File: src/rtl/hare_scheduler.sv
// hare_scheduler: round-robin front end that feeds one operation at a time to the hare datapath.
// Define HARE_SCHED_REBIRTH_EN to enable periodic and external datapath rebirth.
module hare_scheduler #(
    parameter int N_REQ          = 4,
    parameter int REBIRTH_PERIOD = 16
) (
    input  logic                 clk,
    input  logic                 rst,
    input  logic [N_REQ-1:0]     req_valid,
    input  logic [32*N_REQ-1:0]  req_data,
    output logic [N_REQ-1:0]     grant,
    output logic                 resp_valid,
    input  logic                 resp_ready,
    output logic [31:0]          resp_data,
    output logic [2:0]           resp_id,
    input  logic                 rebirth_req,
    output logic                 rebirth_done,
    output logic                 rebirth_err,
    output logic [31:0]          hc_data_in,
    output logic                 hc_trigger_rebirth,
    input  logic [31:0]          hc_data_out,
    input  logic                 hc_rebirth_active
);
    localparam int PW = (N_REQ > 1) ? $clog2(N_REQ) : 1;

    typedef enum logic [2:0] {
        S_IDLE    = 3'd0,
        S_ISSUE   = 3'd1,
        S_CAPTURE = 3'd2,
        S_RESP    = 3'd3
`ifdef HARE_SCHED_REBIRTH_EN
        ,
        S_REBIRTH   = 3'd4,
        S_REB_CHECK = 3'd5
`endif
    } state_e;

    state_e        state_q, state_d;
    logic [PW-1:0] rr_ptr_q, rr_ptr_d;
    logic [31:0]   op_q, op_d;
    logic [2:0]    id_q, id_d;
    logic [31:0]   resp_data_q, resp_data_d;
    logic [PW-1:0] sel, idx;
    logic          any_req;

    // Walk the requesters from the far end back towards rr_ptr so the
    // closest active requester at or after the pointer is left in sel.
    always_comb begin
        sel     = '0;
        idx     = '0;
        any_req = 1'b0;
        for (int k = N_REQ - 1; k >= 0; k--) begin
            idx = PW'((int'(rr_ptr_q) + k) % N_REQ);
            if (req_valid[idx]) begin
                sel     = idx;
                any_req = 1'b1;
            end
        end
    end

`ifdef HARE_SCHED_REBIRTH_EN
    logic [7:0] op_cnt_q, op_cnt_d;
    logic       pending_q, pending_d;
    logic       err_q, err_d;
    logic       rebirth_due;

    assign rebirth_due = pending_q | (op_cnt_q == 8'(REBIRTH_PERIOD));
`endif

    always_comb begin
        state_d     = state_q;
        rr_ptr_d    = rr_ptr_q;
        op_d        = op_q;
        id_d        = id_q;
        resp_data_d = resp_data_q;
        grant       = '0;
        case (state_q)
            S_IDLE: begin
`ifdef HARE_SCHED_REBIRTH_EN
                if (rebirth_due) begin
                    state_d = S_REBIRTH;
                end else
`endif
                if (any_req) begin
                    grant[sel] = ~rst;
                    op_d       = req_data[32*int'(sel) +: 32];
                    id_d       = 3'(sel);
                    rr_ptr_d   = PW'((int'(sel) + 1) % N_REQ);
                    state_d    = S_ISSUE;
                end
            end
            S_ISSUE:   state_d = S_CAPTURE;
            S_CAPTURE: begin
                resp_data_d = hc_data_out;
                state_d     = S_RESP;
            end
            S_RESP: begin
                if (resp_ready) state_d = S_IDLE;
            end
`ifdef HARE_SCHED_REBIRTH_EN
            S_REBIRTH:   state_d = S_REB_CHECK;
            S_REB_CHECK: state_d = S_IDLE;
`endif
            default:   state_d = S_IDLE;
        endcase
    end

    always_ff @(posedge clk) begin
        if (rst) begin
            state_q     <= S_IDLE;
            rr_ptr_q    <= '0;
            op_q        <= '0;
            id_q        <= '0;
            resp_data_q <= '0;
        end else begin
            state_q     <= state_d;
            rr_ptr_q    <= rr_ptr_d;
            op_q        <= op_d;
            id_q        <= id_d;
            resp_data_q <= resp_data_d;
        end
    end

    // op_q only changes on the edge into ISSUE, so it is also the
    // "last issued operand" in every other state.
    assign hc_data_in = op_q;
    assign resp_valid = (state_q == S_RESP);
    assign resp_data  = resp_data_q;
    assign resp_id    = id_q;

`ifdef HARE_SCHED_REBIRTH_EN
    // A request landing in REBIRTH/REB_CHECK must survive the clear so a
    // second rebirth follows.
    always_comb begin
        op_cnt_d  = op_cnt_q;
        pending_d = pending_q;
        err_d     = err_q;
        if (state_q == S_CAPTURE && op_cnt_q != 8'hFF) op_cnt_d = op_cnt_q + 8'd1;
        if (state_q == S_REBIRTH) pending_d = 1'b0;
        if (state_q == S_REB_CHECK) begin
            op_cnt_d = '0;
            if (!hc_rebirth_active) err_d = 1'b1;
        end
        if (rebirth_req) pending_d = 1'b1;
    end

    always_ff @(posedge clk) begin
        if (rst) begin
            op_cnt_q  <= '0;
            pending_q <= 1'b0;
            err_q     <= 1'b0;
        end else begin
            op_cnt_q  <= op_cnt_d;
            pending_q <= pending_d;
            err_q     <= err_d;
        end
    end

    assign hc_trigger_rebirth = (state_q == S_REBIRTH);
    assign rebirth_done       = (state_q == S_REB_CHECK);
    assign rebirth_err        = err_q;
`else
    logic unused_rebirth_inputs;
    assign unused_rebirth_inputs = rebirth_req ^ hc_rebirth_active;

    assign hc_trigger_rebirth = 1'b0;
    assign rebirth_done       = 1'b0;
    assign rebirth_err        = 1'b0;
`endif

endmodule

File: config.mk
export PLATFORM = sky130hd
export DESIGN_NAME = hare_scheduler
export DESIGN_NICKNAME = d
export VERILOG_FILES = /design/src/rtl/hare_scheduler.sv
export SDC_FILE = /design/constraint.sdc
export NUM_CORES = 1
export LEC_CHECK = 0
export ABC_AREA = 0
export CORE_MARGIN = 5
export CORE_UTILIZATION = 37
export CTS_CLUSTER_DIAMETER = 50
export CTS_CLUSTER_SIZE = 30
export DETAILED_ROUTE_END_ITERATION = 16
export PLACE_DENSITY = 0.8
export SLEW_MARGIN = 20
export SYNTH_ARGS = -nofsm -noshare
export SYNTH_HDL_FRONTEND = slang
export SYNTH_SLANG_ARGS = --single-unit
File: constraint.sdc
create_clock -name clk -period 2.36 [get_ports clk]
set_clock_uncertainty 0.05 [all_clocks]
set_input_delay 0.236 -clock clk [delete_from_list [all_inputs] [get_ports clk]]
set_output_delay 0.236 -clock clk [all_outputs]
set_load 0.05 [all_outputs]
# Word level (Yosys, flattened, before mapping)
# Index checks and enable logic that the tools add are counted.
# totals
ff_bits	71
output_inout_bits	75
wordCells	50
# classes
n_addsub	4
magnitude_cmp	6
eq_ne	5
shifts	1
mux	23
bitwise_logic	2
n_reduce_logical	4
# op_table
cell	count
128-bit by 8-bit indexed part select with 32-bit output	1
2-bit by 3-bit < comparator with 1-bit output, second input constant	5
3-bit case mux with 4 select lines	1
1-bit two-way mux	9
1-bit binary-select mux with 2-bit select	4
2-bit two-way mux	4
4-bit two-way mux	2
3-bit by 2-bit == test with 1-bit output, second input constant	2
3-bit two-way mux	2
2-bit by 1-bit adder with 2-bit output, second input constant	2
2-bit adder, second input constant	2
4-bit AND	1
2-bit AND reduction	2
3-bit by 1-bit == test with 1-bit output, second input constant	1
3-bit zero test	1
1-bit demux with 2-bit select	1
2-bit by 1-bit greater-or-equal comparator with 1-bit output, second input constant	1
2-bit by 1-bit != test with 1-bit output, second input constant	1
2-bit != test, second input constant	1
1-bit logical AND	1
1-bit inverter	1

# Logic depth before layout (Yosys ltp)
# depth
ltp_word	14
mapped_depth	8
depth_no_buf	6

# Worst setup path before layout
# Ideal clock, no wire load.
# synth_timing
path_kind	register to output
startpoint	register rr_ptr_q[0]
endpoint	output grant[0]
arrival_time_ns	2.046
required_ns	2.074
path_slack_ns	0.028
stages_incl_launch_ff	7
n_path_buf	2
cell_sequence	dfxtp_1 > and2b_1 > nor4b_2 > or4_1 > buf_6 > buf_8 > nor2_1
# synth_between
elab_chain_cells	14
word_cells_on_any_way	27
classes_between	add/sub: 3; order compare: 2; mux: 20; bitwise: 1; reduce/logical: 1
# synth_rtl
item	line	source
from (decl)	39	logic [PW-1:0] rr_ptr_q, rr_ptr_d;
from (signal assigned)	117	rr_ptr_q <= rr_ptr_d;
2-bit adder	53	idx = PW'((int'(rr_ptr_q) + k) % N_REQ);
1-bit binary-select mux with 2-bit select	54	if (req_valid[idx]) begin
1-bit two-way mux (implied by the code)	54	
2-bit two-way mux (4 in series)	54	
2-bit by 3-bit < comparator with 1-bit output (implied by the code) or 2-bit by 1-bit greater-or-equal comparator with 1-bit output (tied branches)	85	grant[sel] = ~rst;
1-bit logical AND (implied by the code)	85	
1-bit two-way mux (implied by the code)	85	
1-bit demux with 2-bit select	85	
4-bit AND (no line)	n/a	
4-bit two-way mux (*)	84	if (any_req) begin
4-bit two-way mux (*)	77	case (state_q)
to (decl)	11	output logic [N_REQ-1:0] grant,
# Every way passes the cells marked *; elsewhere a longest branch is shown, timed or not. The select of a mux whose other input is x is not followed.

# Worst setup path after layout
# layout_timing
startpoint	input req_valid[1]
endpoint	output grant[3]
# layout_between
elab_chain_cells	13
word_cells_on_any_way	24
classes_between	order compare: 2; mux: 20; bitwise: 1; reduce/logical: 1
# layout_rtl
item	line	source
from (decl)	9	input logic [N_REQ-1:0] req_valid,
1-bit binary-select mux with 2-bit select	54	
1-bit two-way mux (implied by the code)	54	
2-bit two-way mux (4 in series)	54	
2-bit by 3-bit < comparator with 1-bit output (implied by the code) or 2-bit by 1-bit greater-or-equal comparator with 1-bit output (tied branches)	85	
1-bit logical AND (implied by the code)	85	
1-bit two-way mux (implied by the code)	85	
1-bit demux with 2-bit select	85	
4-bit AND (no line)	n/a	
4-bit two-way mux (*)	84	
4-bit two-way mux (*)	77	
# Marks and branches as above.

==> flow_metrics.env <==
export IMPL_place_area_um2=6409
export IMPL_drtAntennaViolNets=0
export IMPL_fin_util_pct=66.82
export IMPL_seqPwrFrac_pct=24.6
export IMPL_hp_start="resp_id[1]"
export IMPL_fin_total_pwr_uw=7331
export IMPL_vias=4047
export IMPL_gr_total_overflow=0
export IMPL_die_area_um2=12320
export IMPL_ys_seq_elements=70
export IMPL_worst_pin_slew_ps=551.0
export IMPL_nets=827
export IMPL_topRoutingLayerUsed="met4"
export IMPL_worstPathRequired_ps=2070
export IMPL_setup_slack_ps=102.2
export IMPL_yosysTopAreaCell="dfxtp_1"
export IMPL_max_freq_mhz=442.9
export IMPL_ys_types=40
export IMPL_maxCapViolations=0
export IMPL_wl_met3_mm=1.531
export IMPL_reg2reg_setup_slack_ps=390
export IMPL_fp_row_count=36
export IMPL_worstPathMaxFanout=4
export IMPL_yosysSeqAreaShare_pct=37.12
export IMPL_hpwlAfterDp_mm=10.97
export IMPL_wl_met2_mm=6.705
export IMPL_grt_start_max_net_pins=34
export IMPL_diodes=0
export IMPL_endpoint_kind="output port"
export IMPL_drtIter0Drc=155
export IMPL_r2r_start="rr_ptr_q[0]"
export IMPL_stdcell_area_um2=6591
export IMPL_hold_class="flop to flop"
export IMPL_period_share_pct=95.67
export IMPL_vdd_drop_max_uv=563.1
export IMPL_clk_latency_ps=350
export IMPL_yosys_area_top_type_share_pct=37.12
export IMPL_cp_arrival_ps=1970
export IMPL_grt_pass1_wl_mm=22.91
export IMPL_syn_area_per_cell_um2=9.074
export IMPL_antenna_found_initial=0
export IMPL_grt_pass1_vias=4420
export IMPL_pwr_share_clk_pct=12.2
export IMPL_setup_violations=0
export IMPL_ys_top_cells_by_area="dfxtp_1 (37%), mux2i_1 (17%), o211ai_2 (9.3%)"
export IMPL_fp_dieW_um=111.0
export IMPL_netlist_instances=416
export IMPL_core_um2=9864
export IMPL_cts_sinks=70
export IMPL_wl_met1_mm=5.579
export IMPL_hold_ws_ps=422.2
export IMPL_drc=0
export IMPL_h_tree_depth=3
export IMPL_slew_viol_final=0
export IMPL_io_buffers=237
export IMPL_track_usage_pct=22.90
export IMPL_switchingPower_uw=3530
export IMPL_pin_count=244
export IMPL_cts_tree="yes"
export IMPL_area_growth_pct=74.61
export IMPL_clkTransAtPathRegs_ps=80
export IMPL_start_util_pct=38.27
export IMPL_status="finished clean"
export IMPL_cts_root_buf="clkbuf_8"
export IMPL_fp_dieH_um=111.0
export IMPL_drive_gt1_share_pct=13.48
export IMPL_dpl_worst_slack_ps=10.36
export IMPL_syn_cell_area_um2=3775
export IMPL_gp_congestion=0.8094
export IMPL_internal_power_uw=3801
export IMPL_avgViaCountPerCell=5.103
export IMPL_cp_start_kind="input port"
export IMPL_wl_per_cell_um=17.89
export IMPL_drt_total_wl_mm=14.19
export IMPL_drtPass1Iterations=4
export IMPL_swShare_pct=48.15
export IMPL_hold_viol_final=0
export IMPL_powerDensity_nw_per_um2=1112
export IMPL_criticalPathCategory="input port to output port"
export IMPL_clock_path_buffers=2
export IMPL_p_comb_share_pct=63.2
export IMPL_period_needed_ps=2258
export IMPL_crit_start="req_valid[1]"
export IMPL_ys_warn_count=0
export IMPL_slew_headroom_pct=63.15
export IMPL_numCtsBuffers=9
export IMPL_leakagePower_uw=0.002544
-- routing by layer --
| layer | vias up | GRT usage (%) |
|---|---|---|
| met5 | - | 0 |
| met4 | 0 | 9.606 |
| met3 | 24 | 9.825 |
| met2 | 204 | 38.27 |
| met1 | 1875 | 25.46 |
| li1 | 1944 | - |
-- layout by cell type (no fill, tap or decap), types with 3 or more instances in the layout --
cell type | synthesis | routed
dfxtp_1 | 70 | 70
o211ai_2 | 28 | 28
buf_12 | 0 | 7
a21o_1 | 30 | 30
nand3_1 | 31 | 31
and2b_1 | 4 | 4
o21ai_0 | 31 | 31
clkdlybuf4s50_1 | 0 | 233
o211ai_1 | 3 | 3
a21oi_1 | 3 | 3
clkbuf_8 | 0 | 9
nor2_2 | 0 | 3
buf_4 | 5 | 23
nor2_1 | 47 | 44
nand2_1 | 38 | 38
nor3_1 | 3 | 3
conb_1 | 1 | 4
mux2i_1 | 65 | 65
-- per-stage QoR --
| step | setup TNS, ps | cells |
|---|---|---|
| 6_report | 0 | 793 |
| 2_1_floorplan | 0 | 419 |
| 3_5_place_dp | 0 | 777 |
| 3_3_place_gp | 0 | 777 |
| 5_1_grt | -4.266 | 793 |
| 4_1_cts | -73.24 | 793 |
-- synth_stat cells, drive strengths merged --
library cell  instances
nor2                 48
inv                   2
nor2b                 1
mux2i                65
a211oi                2
buf                  18
o21bai                1
conb                  1
nor3                  3
xnor2                 1
nor4b                 1
a21o                 31
nand3b                1
nand2                38
dfxtp                70
nand2b                1
o21a                  1
o21ba                 1
and2b                 5
a21oi                 3
or4                   1
o211ai               31
nor4                  2
clkbuf               20
o221ai                1
a211o                 1
nand3                31
o21ai                32
ha                    3
-- path summary, 6_finish.rpt --
check	to	cells after the start
worst max-delay path	grant[3]	7
worst min-delay path	resp_id[1]	2
worst max register to register	hc_data_in[23]	7
worst min register to register	resp_id[1]	2
-- critical path, cell delays in order --
cell             delay (ps)
clkdlybuf4s50_1         530
and2b_2                 250
buf_4                   140
a211o_2                 360
nand2_1                 180
nor2_1                  110
buf_12                  160
-- area by class of cell --
| class | instances | area, um^2 |
|---|---|---|
| clock buffer | 10 | 127.6 |
| fill | 785 | 3273 |
| sequential | 70 | 1401 |
| timing repair buffer | 263 | 2645 |
| inverter | 2 | 7.507 |
| clock inverter | 6 | 46.29 |
| multi-input combinational | 309 | 2197 |
| tap | 133 | 166.4 |
-- logic make-up (layout without fill, tap and decap cells) --
kind of cell | Yosys count | after routing | synth area share, %
simple gates | 132 | 132 | 15.98
compound gates | 104 | 104 | 22.61
flops | 70 | 70 | 37.12
mux | 65 | 65 | 17.24
buf+inv | 40 | 281 | 5.734
fa+ha+maj | 3 | 3 | 0.9945
other cells | 1 | 4 | 0.09934
xor+xnor | 1 | 1 | 0.2321
-- power groups by stage --
| stage | clock network, uW | logic [uW] | registers [uW] |
|---|---|---|---|
| 5_1_grt | 977 | 4930 | 1850 |
| 3_3_place_gp | 0 | 4580 | 1800 |
| 4_1_cts | 926 | 4670 | 1800 |
| 3_5_place_dp | 0 | 4650 | 1830 |
| 2_1_floorplan | 0 | 1810 | 3060 |
| 6_report | 891 | 4640 | 1800 |
-- registers in the layout (all words and copies together) (netlist names) --
name and cells:
rr_ptr_q 2, resp_data 32, resp_id 2, state_q 2, hc_data_in 32
-- timing repair --
item,CTS,global route
setup endpoints to repair,2,2
resized for setup,0,3
setup buffers,0,0
hold buffers,0,0
pin swaps,0,0
(Power assumes the default switching activity.)
